File: src/rtl/syn_gpu_pkg.sv
// Shared canvas geometry, pixel pointer and FIFO status types for the GPU memory-FIFO blocks.
package syn_gpu_pkg;

    localparam int unsigned P_CANVAS_W = 32;
    localparam int unsigned P_CANVAS_H = 32;
    localparam int unsigned P_X_W      = $clog2(P_CANVAS_W);
    localparam int unsigned P_Y_W      = 8;

    typedef struct packed {
        logic [P_Y_W-1:0] y;
        logic [P_X_W-1:0] x;
    } point_t;

    typedef struct packed {
        logic full;
        logic empty;
        logic afull;
    } mff_status_t;

    // First pixel of a canvas row.
    function automatic point_t start_point(input int unsigned row);
        point_t p;
        p.y = P_Y_W'(row);
        p.x = '0;
        return p;
    endfunction

endpackage

File: src/rtl/syn_gpu_mff_ch_ptr.sv
// One SRAM FIFO channel: write/read canvas pointers, occupancy count, status and sticky errors.
module syn_gpu_mff_ch_ptr
    import syn_gpu_pkg::*;
#(
    parameter int unsigned P_START_Y  = 32,
    parameter int unsigned P_CH_ROWS  = 16,
    parameter int unsigned P_X_STEP   = 4,
    parameter int unsigned P_CH_DEPTH = 128,
    parameter int unsigned P_AFULL_TH = 120
)(
    input  logic        clk_ir,
    input  logic        rst_sync,
    input  logic        wr,
    input  logic        rd,
    input  logic        flush,
    input  logic        err_clr,
    output point_t      wptr,
    output point_t      rptr,
    output mff_status_t status,
    output logic        ovf,
    output logic        udf
);

    localparam int unsigned CNT_W   = $clog2(P_CH_DEPTH + 1);
    localparam point_t      START_P = start_point(P_START_Y);

    logic [CNT_W-1:0] count;
    logic [CNT_W-1:0] cnt_nxt;
    logic             wr_ok;
    logic             rd_ok;
    logic             ovf_set;
    logic             udf_set;

    // Raster step inside the channel's row band, wrapping back to its first row.
    function automatic point_t advance(input point_t p);
        point_t n;
        n = p;
        if (p.x == P_X_W'(P_CANVAS_W - P_X_STEP)) begin
            n.x = '0;
            if (p.y == P_Y_W'(P_START_Y + P_CH_ROWS - 1)) n.y = P_Y_W'(P_START_Y);
            else                                          n.y = p.y + P_Y_W'(1);
        end else begin
            n.x = p.x + P_X_W'(P_X_STEP);
        end
        return n;
    endfunction

    // Flush masks both accesses and any error they would otherwise raise.
    always_comb begin
        wr_ok   = wr && !status.full  && !flush;
        rd_ok   = rd && !status.empty && !flush;
        ovf_set = wr &&  status.full  && !flush;
        udf_set = rd &&  status.empty && !flush;
        cnt_nxt = count;
        if (flush)               cnt_nxt = '0;
        else if (wr_ok && !rd_ok) cnt_nxt = count + CNT_W'(1);
        else if (rd_ok && !wr_ok) cnt_nxt = count - CNT_W'(1);
    end

    always_ff @(posedge clk_ir or posedge rst_sync) begin
        if (rst_sync) begin
            wptr         <= START_P;
            rptr         <= START_P;
            count        <= '0;
            status.full  <= 1'b0;
            status.empty <= 1'b1;
            status.afull <= 1'b0;
            ovf          <= 1'b0;
            udf          <= 1'b0;
        end else begin
            if (flush) begin
                wptr <= START_P;
                rptr <= START_P;
            end else begin
                if (wr_ok) wptr <= advance(wptr);
                if (rd_ok) rptr <= advance(rptr);
            end
            count        <= cnt_nxt;
            status.full  <= (cnt_nxt == CNT_W'(P_CH_DEPTH));
            status.empty <= (cnt_nxt == '0);
            status.afull <= (cnt_nxt >= CNT_W'(P_AFULL_TH));
            ovf          <= ovf_set || (ovf && !err_clr);
            udf          <= udf_set || (udf && !err_clr);
        end
    end

endmodule

File: src/rtl/syn_gpu_mff_cntrlr.sv
// Multi-channel SRAM FIFO controller: per-channel canvas pointers with muxed address outputs.
module syn_gpu_mff_cntrlr
    import syn_gpu_pkg::*;
#(
    parameter  int unsigned P_NUM_CH    = 4,
    parameter  int unsigned P_CH_ROWS   = 16,
    parameter  int unsigned P_X_STEP    = 4,
    parameter  int unsigned P_FF_BASE_Y = P_CANVAS_H,
    parameter  int unsigned P_AFULL_TH  = P_CH_ROWS * P_CANVAS_W / P_X_STEP - 8,
    localparam int unsigned P_CH_DEPTH  = P_CH_ROWS * P_CANVAS_W / P_X_STEP,
    localparam int unsigned CH_W        = (P_NUM_CH > 1) ? $clog2(P_NUM_CH) : 1
)(
    input  logic                clk_ir,
    input  logic                rst_sync,
    input  logic                wr_en,
    input  logic [CH_W-1:0]     wr_ch,
    input  logic                rd_en,
    input  logic [CH_W-1:0]     rd_ch,
    input  logic [P_NUM_CH-1:0] flush,
    input  logic                err_clr,
    output point_t              waddr,
    output point_t              raddr,
    output logic [P_NUM_CH-1:0] full,
    output logic [P_NUM_CH-1:0] empty,
    output logic [P_NUM_CH-1:0] afull,
    output logic [P_NUM_CH-1:0] ovf,
    output logic [P_NUM_CH-1:0] udf
);

    point_t      wptr [P_NUM_CH];
    point_t      rptr [P_NUM_CH];
    mff_status_t st   [P_NUM_CH];

    logic            wr_in_rng;
    logic            rd_in_rng;
    logic [CH_W-1:0] wsel;
    logic [CH_W-1:0] rsel;

    assign wr_in_rng = 32'(wr_ch) < P_NUM_CH;
    assign rd_in_rng = 32'(rd_ch) < P_NUM_CH;

    for (genvar c = 0; c < P_NUM_CH; c++) begin : g_ch
        syn_gpu_mff_ch_ptr #(
            .P_START_Y  (P_FF_BASE_Y + c * P_CH_ROWS),
            .P_CH_ROWS  (P_CH_ROWS),
            .P_X_STEP   (P_X_STEP),
            .P_CH_DEPTH (P_CH_DEPTH),
            .P_AFULL_TH (P_AFULL_TH)
        ) u_ch (
            .clk_ir   (clk_ir),
            .rst_sync (rst_sync),
            .wr       (wr_en && wr_in_rng && (wr_ch == CH_W'(c))),
            .rd       (rd_en && rd_in_rng && (rd_ch == CH_W'(c))),
            .flush    (flush[c]),
            .err_clr  (err_clr),
            .wptr     (wptr[c]),
            .rptr     (rptr[c]),
            .status   (st[c]),
            .ovf      (ovf[c]),
            .udf      (udf[c])
        );

        assign full[c]  = st[c].full;
        assign empty[c] = st[c].empty;
        assign afull[c] = st[c].afull;
    end

    // Out-of-range selects and reset both fall back to channel 0.
    assign wsel  = (rst_sync || !wr_in_rng) ? '0 : wr_ch;
    assign rsel  = (rst_sync || !rd_in_rng) ? '0 : rd_ch;
    assign waddr = wptr[wsel];
    assign raddr = rptr[rsel];

endmodule

File: config.mk
export PLATFORM = sky130hd
export DESIGN_NAME = syn_gpu_mff_cntrlr
export DESIGN_NICKNAME = d
export VERILOG_FILES = /design/src/rtl/syn_gpu_pkg.sv /design/src/rtl/syn_gpu_mff_ch_ptr.sv /design/src/rtl/syn_gpu_mff_cntrlr.sv
export SDC_FILE = /design/constraint.sdc
export NUM_CORES = 1
export LEC_CHECK = 0
export CORE_MARGIN = 5
export CORE_UTILIZATION = 54
export DETAILED_ROUTE_END_ITERATION = 7
export HOLD_SLACK_MARGIN = 0.05
export PLACE_DENSITY = 0.77
export SETUP_SLACK_MARGIN = 0.5
export SYNTH_ARGS = -nofsm -noshare
export SYNTH_HDL_FRONTEND = slang
export SYNTH_SLANG_ARGS = --single-unit
File: constraint.sdc
create_clock -name clk_ir -period 4.58 [get_ports clk_ir]
set_input_delay 0.458 -clock clk_ir [delete_from_list [all_inputs] [get_ports clk_ir]]
set_output_delay 0.458 -clock clk_ir [all_outputs]
set_load 0.005 [all_outputs]
# Word-level counts from Yosys, hierarchy flattened
# Index checks and enable logic that the tools add are counted.
[word_totals] register_bits=156 input_bits=13 output_inout_bits=46 word_cells=273
[op_classes] addsub=24 order_cmp=6 eq_ne=26 muxes=60 n_bitwise=2 reduce_logical=115
[ops] cell="$mux W13" count=20
[ops] cell="$mux W8" count=28
[ops] cell="$add A8 B1 Y8 const B" count=12
[ops] cell="$logic_and A1 B1 Y1" count=56
[ops] cell="$bmux W13 S2" count=2
[ops] cell="$add A5 B3 Y5 const B" count=8
[ops] cell="$eq A5 B5 Y1 const B" count=8
[ops] cell="$mux W5" count=8
[ops] cell="$eq A8 B6 Y1 const B" count=4
[ops] cell="$eq A8 B7 Y1 const B" count=4
[ops] cell="$eq A8 B8 Y1 const B" count=4
[ops] cell="$ge A8 B7 Y1 const B" count=4
[ops] cell="$logic_not A8 Y1" count=4
[ops] cell="$reduce_bool A2 Y1" count=16
[ops] cell="$sub A8 B1 Y8 const B" count=4
[ops] cell="$logic_not A1 Y1" count=21
[ops] cell="$reduce_and A2 Y1" count=8
[ops] cell="$eq A2 B2 Y1 const B" count=4
[ops] cell="$logic_or A1 B1 Y1" count=8
[ops] cell="$ge A3 B3 Y1 const B" count=2
[ops] cell="$not A2 Y3" count=2
[ops] cell="$eq A2 B1 Y1 const B" count=2
[ops] cell="$logic_not A2 Y1" count=2
[ops] cell="$mux W2" count=2

# Longest topological paths before layout
[logic_depth] word_depth=10 ltp_mapped=10 depth_no_buf=8

# By module
# From an unflattened synthesis, not the netlist that was laid out.
[unflattened] cells_unflattened=996 hier_area_um2=9128.8
[modules_own_cells] module="syn_gpu_mff_ch_ptr at g_ch[0].u_ch" n_inst=1 cells_each=230 area_per_inst_um2=2098.3 seq_area_each_um2=879.6
[modules_own_cells] module="syn_gpu_mff_ch_ptr at g_ch[3].u_ch" n_inst=1 cells_each=217 area_per_inst_um2=2030.7 seq_area_each_um2=882.1
[modules_own_cells] module="syn_gpu_mff_ch_ptr at g_ch[2].u_ch" n_inst=1 cells_each=221 area_per_inst_um2=2018.2 seq_area_each_um2=879.6
[modules_own_cells] module="syn_gpu_mff_ch_ptr at g_ch[1].u_ch" n_inst=1 cells_each=218 area_per_inst_um2=1990.7 seq_area_each_um2=882.1
[modules_own_cells] module="syn_gpu_mff_cntrlr" n_inst=1 cells_each=110 area_per_inst_um2=991.0 seq_area_each_um2=0.0

# Least setup slack after synthesis
# OpenSTA, ideal clock, no wires.
[synth_path] path_type="input to output" start="input port rst_sync" end="output port raddr[12] (netlist name)" arrival_ns=4.156 t_required_ns=4.122 setup_slack_ns=-0.034 cell_stages=3 path_buffers=1 cell_sequence="clkbuf_1 -> inv_1 -> o221a_2"
[synth_rtl] element="start, declared" line_no="syn_gpu_mff_cntrlr.sv:14" source="input logic rst_sync,"
[synth_rtl] element="end, declared" line_no="syn_gpu_mff_cntrlr.sv:22" source="output point_t raddr,"

==> summary.txt <==
====================================================================================================
Weighted congestion at the end of routability-driven global placement                          0.960
Crit path depth                                                                                    5
Power share of the sequential group                                                            0.428
Number of buffers inserted by post-CTS setup repair                                                0
Switching power as a share of total power                                                      0.260
Cell area after synthesis                                                                0.00887 mm²
Wire length of the first global-routing pass                                                 36.5 mm
Detailed-route vias per instance                                                                6.12
Number of global-route vias before repair                                                      7,352
Leakage power                                                                                4.44 nW
Critical path required time                                                                  4.12 ns
Critical path buffer and inverter count                                                            2
Run status                                                                                 completed
Min Clock Period, post-route                                                                 3.37 ns
Clock buffer count from CTS                                                                       17
Final Power                                                                                  3.19 mW
Layout overhead on the synthesized area                                                        14.5%
Die Outline Area                                                                          0.0191 mm²
Setup TNS                                                                                       0 ns
FF-to-FF path depth                                                                                6
Setup repair after global routing missed its margin                                               no
Hold buffer count at CTS                                                                           0
Maximum Capacitance Violations                                                                     0
Number of resized instances in the post-cts repair step                                            0
Syn Inst Count                                                                                 1,014
Pre-CTS setup slack                                                                          1.12 ns
Start point of the worst hold path                                                      g_ch[2].u_ch.udf
Vertical die dimension                                                                        138 µm
Slew Limit Fails                                                                                   0
Proportion of power drawn by the clock network                                                 0.447
Clock sink count                                                                                 140
Worst EP arrival                                                                             2.91 ns
Number of DRC markers in iteration 0                                                             875
Fraction of registers with async set/reset                                                      1.00
Share of power burned in combinational logic                                                   0.125
CP max stage cell                                                                       sky130_fd_sc_hd__clkdlybuf4s50_1
Hold-critical path endpoint                                                             g_ch[2].u_ch.udf
Worst vdd ir                                                                              0.000274 V
Dominant cell type by count on the critical path                                        sky130_fd_sc_hd__clkdlybuf4s50_1
Worst-case register-to-register setup slack                                                  1.94 ns
Actual slew at the worst max-slew pin                                                       0.947 ns
Peak per-stage delay on the critical path                                                    0.93 ns
Share of the synthesized area in the top cell type                                             0.350
Core ar.                                                                                  0.0160 mm²
Count of flip-flops with a built-in enable after synthesis                                         0
Internal power component                                                                     2.36 mW
Commonest cells in the synthesized netlist                                              124 x sky130_fd_sc_hd__dfrtp_1, 102 x sky130_fd_sc_hd__nand2_1, 94 x sky130_fd_sc_hd__nor2_1
Cell row count                                                                                    46
Portion of the post-synthesis area used by sequential elements                                 0.397
Worst-case clock buffer depth                                                                      2
Overflow left after global routing                                                                 0
Routed wire length                                                                           21.8 mm
Die boundary width                                                                            138 µm
Fin cells                                                                                      1,276
Iteration count of the initial detailed-routing pass                                               5
Worst min-delay path category                                                                reg2reg
Clock root buffer master                                                                sky130_fd_sc_hd__clkbuf_16
Capture point of the worst reg-to-reg path                                              g_ch[2].u_ch.status[2]
Number of antenna violations at the first check in global routing                                  0
Routed vias                                                                                    7,812
# DRC                                                                                              0
Initial core utilization                                                                       0.554
Net count of the finished layout                                                               1,100
Total inserted antenna cells                                                                       0
Number of levels the H-tree was split into                                                         4
Most used DFF post-synth                                                                sky130_fd_sc_hd__dfrtp_1
Number of nets with antenna violations after detailed routing                                      0
Clock-pin slew reported for the worst setup and hold paths after clock tree synthesis        0.06 ns
Launching element type of the critical path                                                input pin
Number of warning messages in the yosys log                                                        0
Multi-input logic area                                                                   0.00491 mm²
CP Class                                                                                      in2out
Worst-Skew Late Latency                                                                      0.43 ns
Wire length per cell                                                                         17.0 µm
Power per standard cell area                                                              314 mW/mm²
Critical register-to-register path startpoint                                           g_ch[2].u_ch.status[2]
Cells taking the most area after synthesis                                              sky130_fd_sc_hd__dfrtp_1 35%, sky130_fd_sc_hd__ha_1 5.6%, sky130_fd_sc_hd__dfstp_2 4.7%
GRT Resource Usage Total                                                                       0.228
Fill count                                                                                     1,376
Type of element capturing the critical path                                             primary output
Cell family with the largest share of critical-path delay                               buffers and inverters
Number of buffer cells added on primary ports                                                     54
Post-route clock skew                                                                     0.00616 ns
Largest area contributor in the netlist                                                 sky130_fd_sc_hd__dfrtp_1
IO Count                                                                                          59
Launch point of the critical path                                                           rd_ch[0]
Cell variety after synth                                                                          77
Synthesis-stage register bit count                                                               140
Critical Path Fanout Max                                                                          18
Mean post-synth cell area                                                                   8.75 µm²
CTS tree                                                                                        done
Max-Slew Margin vs Limit                                                                       0.369
Hold violation total from the final report                                                         0
Cell with the most instances after synthesis                                            sky130_fd_sc_hd__dfrtp_1
Switching power total                                                                         829 µW
Cell Count Post-Placement                                                                      1,244
Final worst-path cycle share                                                                   0.735
Layout cell share with drive strength beyond 1                                                 0.103
Setup Viol. Count Final                                                                            0
Half-perimeter wire length after detailed placement                                          15.5 mm
Upper clock frequency limit                                                                  297 MHz
Worst Hold Depth                                                                                   1
Largest net degree at the start of global routing                                                 75
Storage element area                                                                     0.00352 mm²
Smallest setup slack after layout                                                            1.21 ns
Cells along the critical path                                                           clkdlybuf4s50_1 -> nor2b_1 -> a21oi_1 -> o21ai_0 -> clkdlybuf4s50_1
====================================================================================================
[metal layers]
metal  track usage  up-vias  wire length, µm
met5             0        -                0
met4        0.0796        0              472
met3        0.0483       39             1150
met2         0.358      245            10100
met1         0.316     3806            10000
li1              -     3722                -
[worst max path at each step]
| stage | endpoint | slack (ns) |
|---|---|---|
| 2_1_floorplan | raddr[12] | 0.66 |
| 3_3_place_gp | waddr[6] | 1.26 |
| 3_5_place_dp | g_ch[0].u_ch.status[2] | 1.12 |
| 4_1_cts | raddr[11] | 1.24 |
| 5_1_grt | waddr[6] | 1.05 |
| 6_report | raddr[4] | 1.21 |
[per-stage QoR]
step,area (µm²),util,hold WS (ns)
4_1_cts,10200,0.635,0.493
6_report,10200,0.635,0.491
5_1_grt,10200,0.635,0.515
3_3_place_gp,9550,0.597,0.474
2_1_floorplan,8890,-,0.456
3_5_place_dp,9550,0.597,0.478
[placed cells by master, fill, tap and decap left out, types with 6 or more instances in the layout]
cell type,synthesis,final
sky130_fd_sc_hd__clkbuf_16,0,17
sky130_fd_sc_hd__nand3_1,43,43
sky130_fd_sc_hd__nor2_1,94,94
sky130_fd_sc_hd__nand2_1,102,102
sky130_fd_sc_hd__nand4_1,9,9
sky130_fd_sc_hd__ha_1,40,40
sky130_fd_sc_hd__a211oi_1,6,6
sky130_fd_sc_hd__dfrtp_1,124,124
sky130_fd_sc_hd__buf_4,13,21
sky130_fd_sc_hd__mux2_2,16,16
sky130_fd_sc_hd__mux2i_1,13,13
sky130_fd_sc_hd__dfstp_2,16,16
sky130_fd_sc_hd__nand3b_1,10,10
sky130_fd_sc_hd__inv_1,39,38
sky130_fd_sc_hd__clkinv_2,0,6
sky130_fd_sc_hd__nor2b_1,30,30
sky130_fd_sc_hd__a22oi_1,17,17
sky130_fd_sc_hd__nor3_1,29,29
sky130_fd_sc_hd__and4_1,6,6
sky130_fd_sc_hd__clkdlybuf4s50_1,0,54
sky130_fd_sc_hd__or3_1,7,7
sky130_fd_sc_hd__a21oi_1,77,77
sky130_fd_sc_hd__o31ai_1,8,8
sky130_fd_sc_hd__a31oi_1,14,14
sky130_fd_sc_hd__and3_1,22,22
sky130_fd_sc_hd__xor2_1,18,18
sky130_fd_sc_hd__xnor2_1,17,17
sky130_fd_sc_hd__nor4_1,15,15
sky130_fd_sc_hd__o21ai_0,68,68
[area by class of cell]
type,instances,area share
Multi-Input combinational cell,774,0.483
Sequential cell,140,0.347
Timing Repair Buffer,75,0.0687
Clock buffer,20,0.0459
Tap cell,216,0.0266
Inverter,39,0.0148
Clock inverter,12,0.0142
[cells by family after synthesis]
| family | after synthesis | share of synthesized area |
|---|---|---|
| flops | 140 | 0.397 |
| compound gates | 241 | 0.170 |
| fa+ha+maj | 40 | 0.0564 |
| buf+inv | 103 | 0.0516 |
| simple gates | 425 | 0.255 |
| xor+xnor | 35 | 0.0346 |
| other cells | 1 | 0.000423 |
| mux | 29 | 0.0350 |
[registers in the layout, summed over array words and instances (netlist names)]
signal and flops:
g_ch.u_ch.udf 4, g_ch.u_ch.count 32, g_ch.u_ch.rptr 44, g_ch.u_ch.ovf 4, g_ch.u_ch.status 12, g_ch.u_ch.wptr 44
[power by group through the flow]
stage               Combinational (mW)  Clock [mW]  Sequential [mW]
floorplan                        0.271           0             1.36
global placement                 0.389           0             1.38
detailed placement               0.396           0             1.38
CTS                              0.398        1.45             1.36
global route                     0.443        1.50             1.37
finish                           0.398        1.42             1.37
No activity file was read; power rests on OpenSTA's default activity.
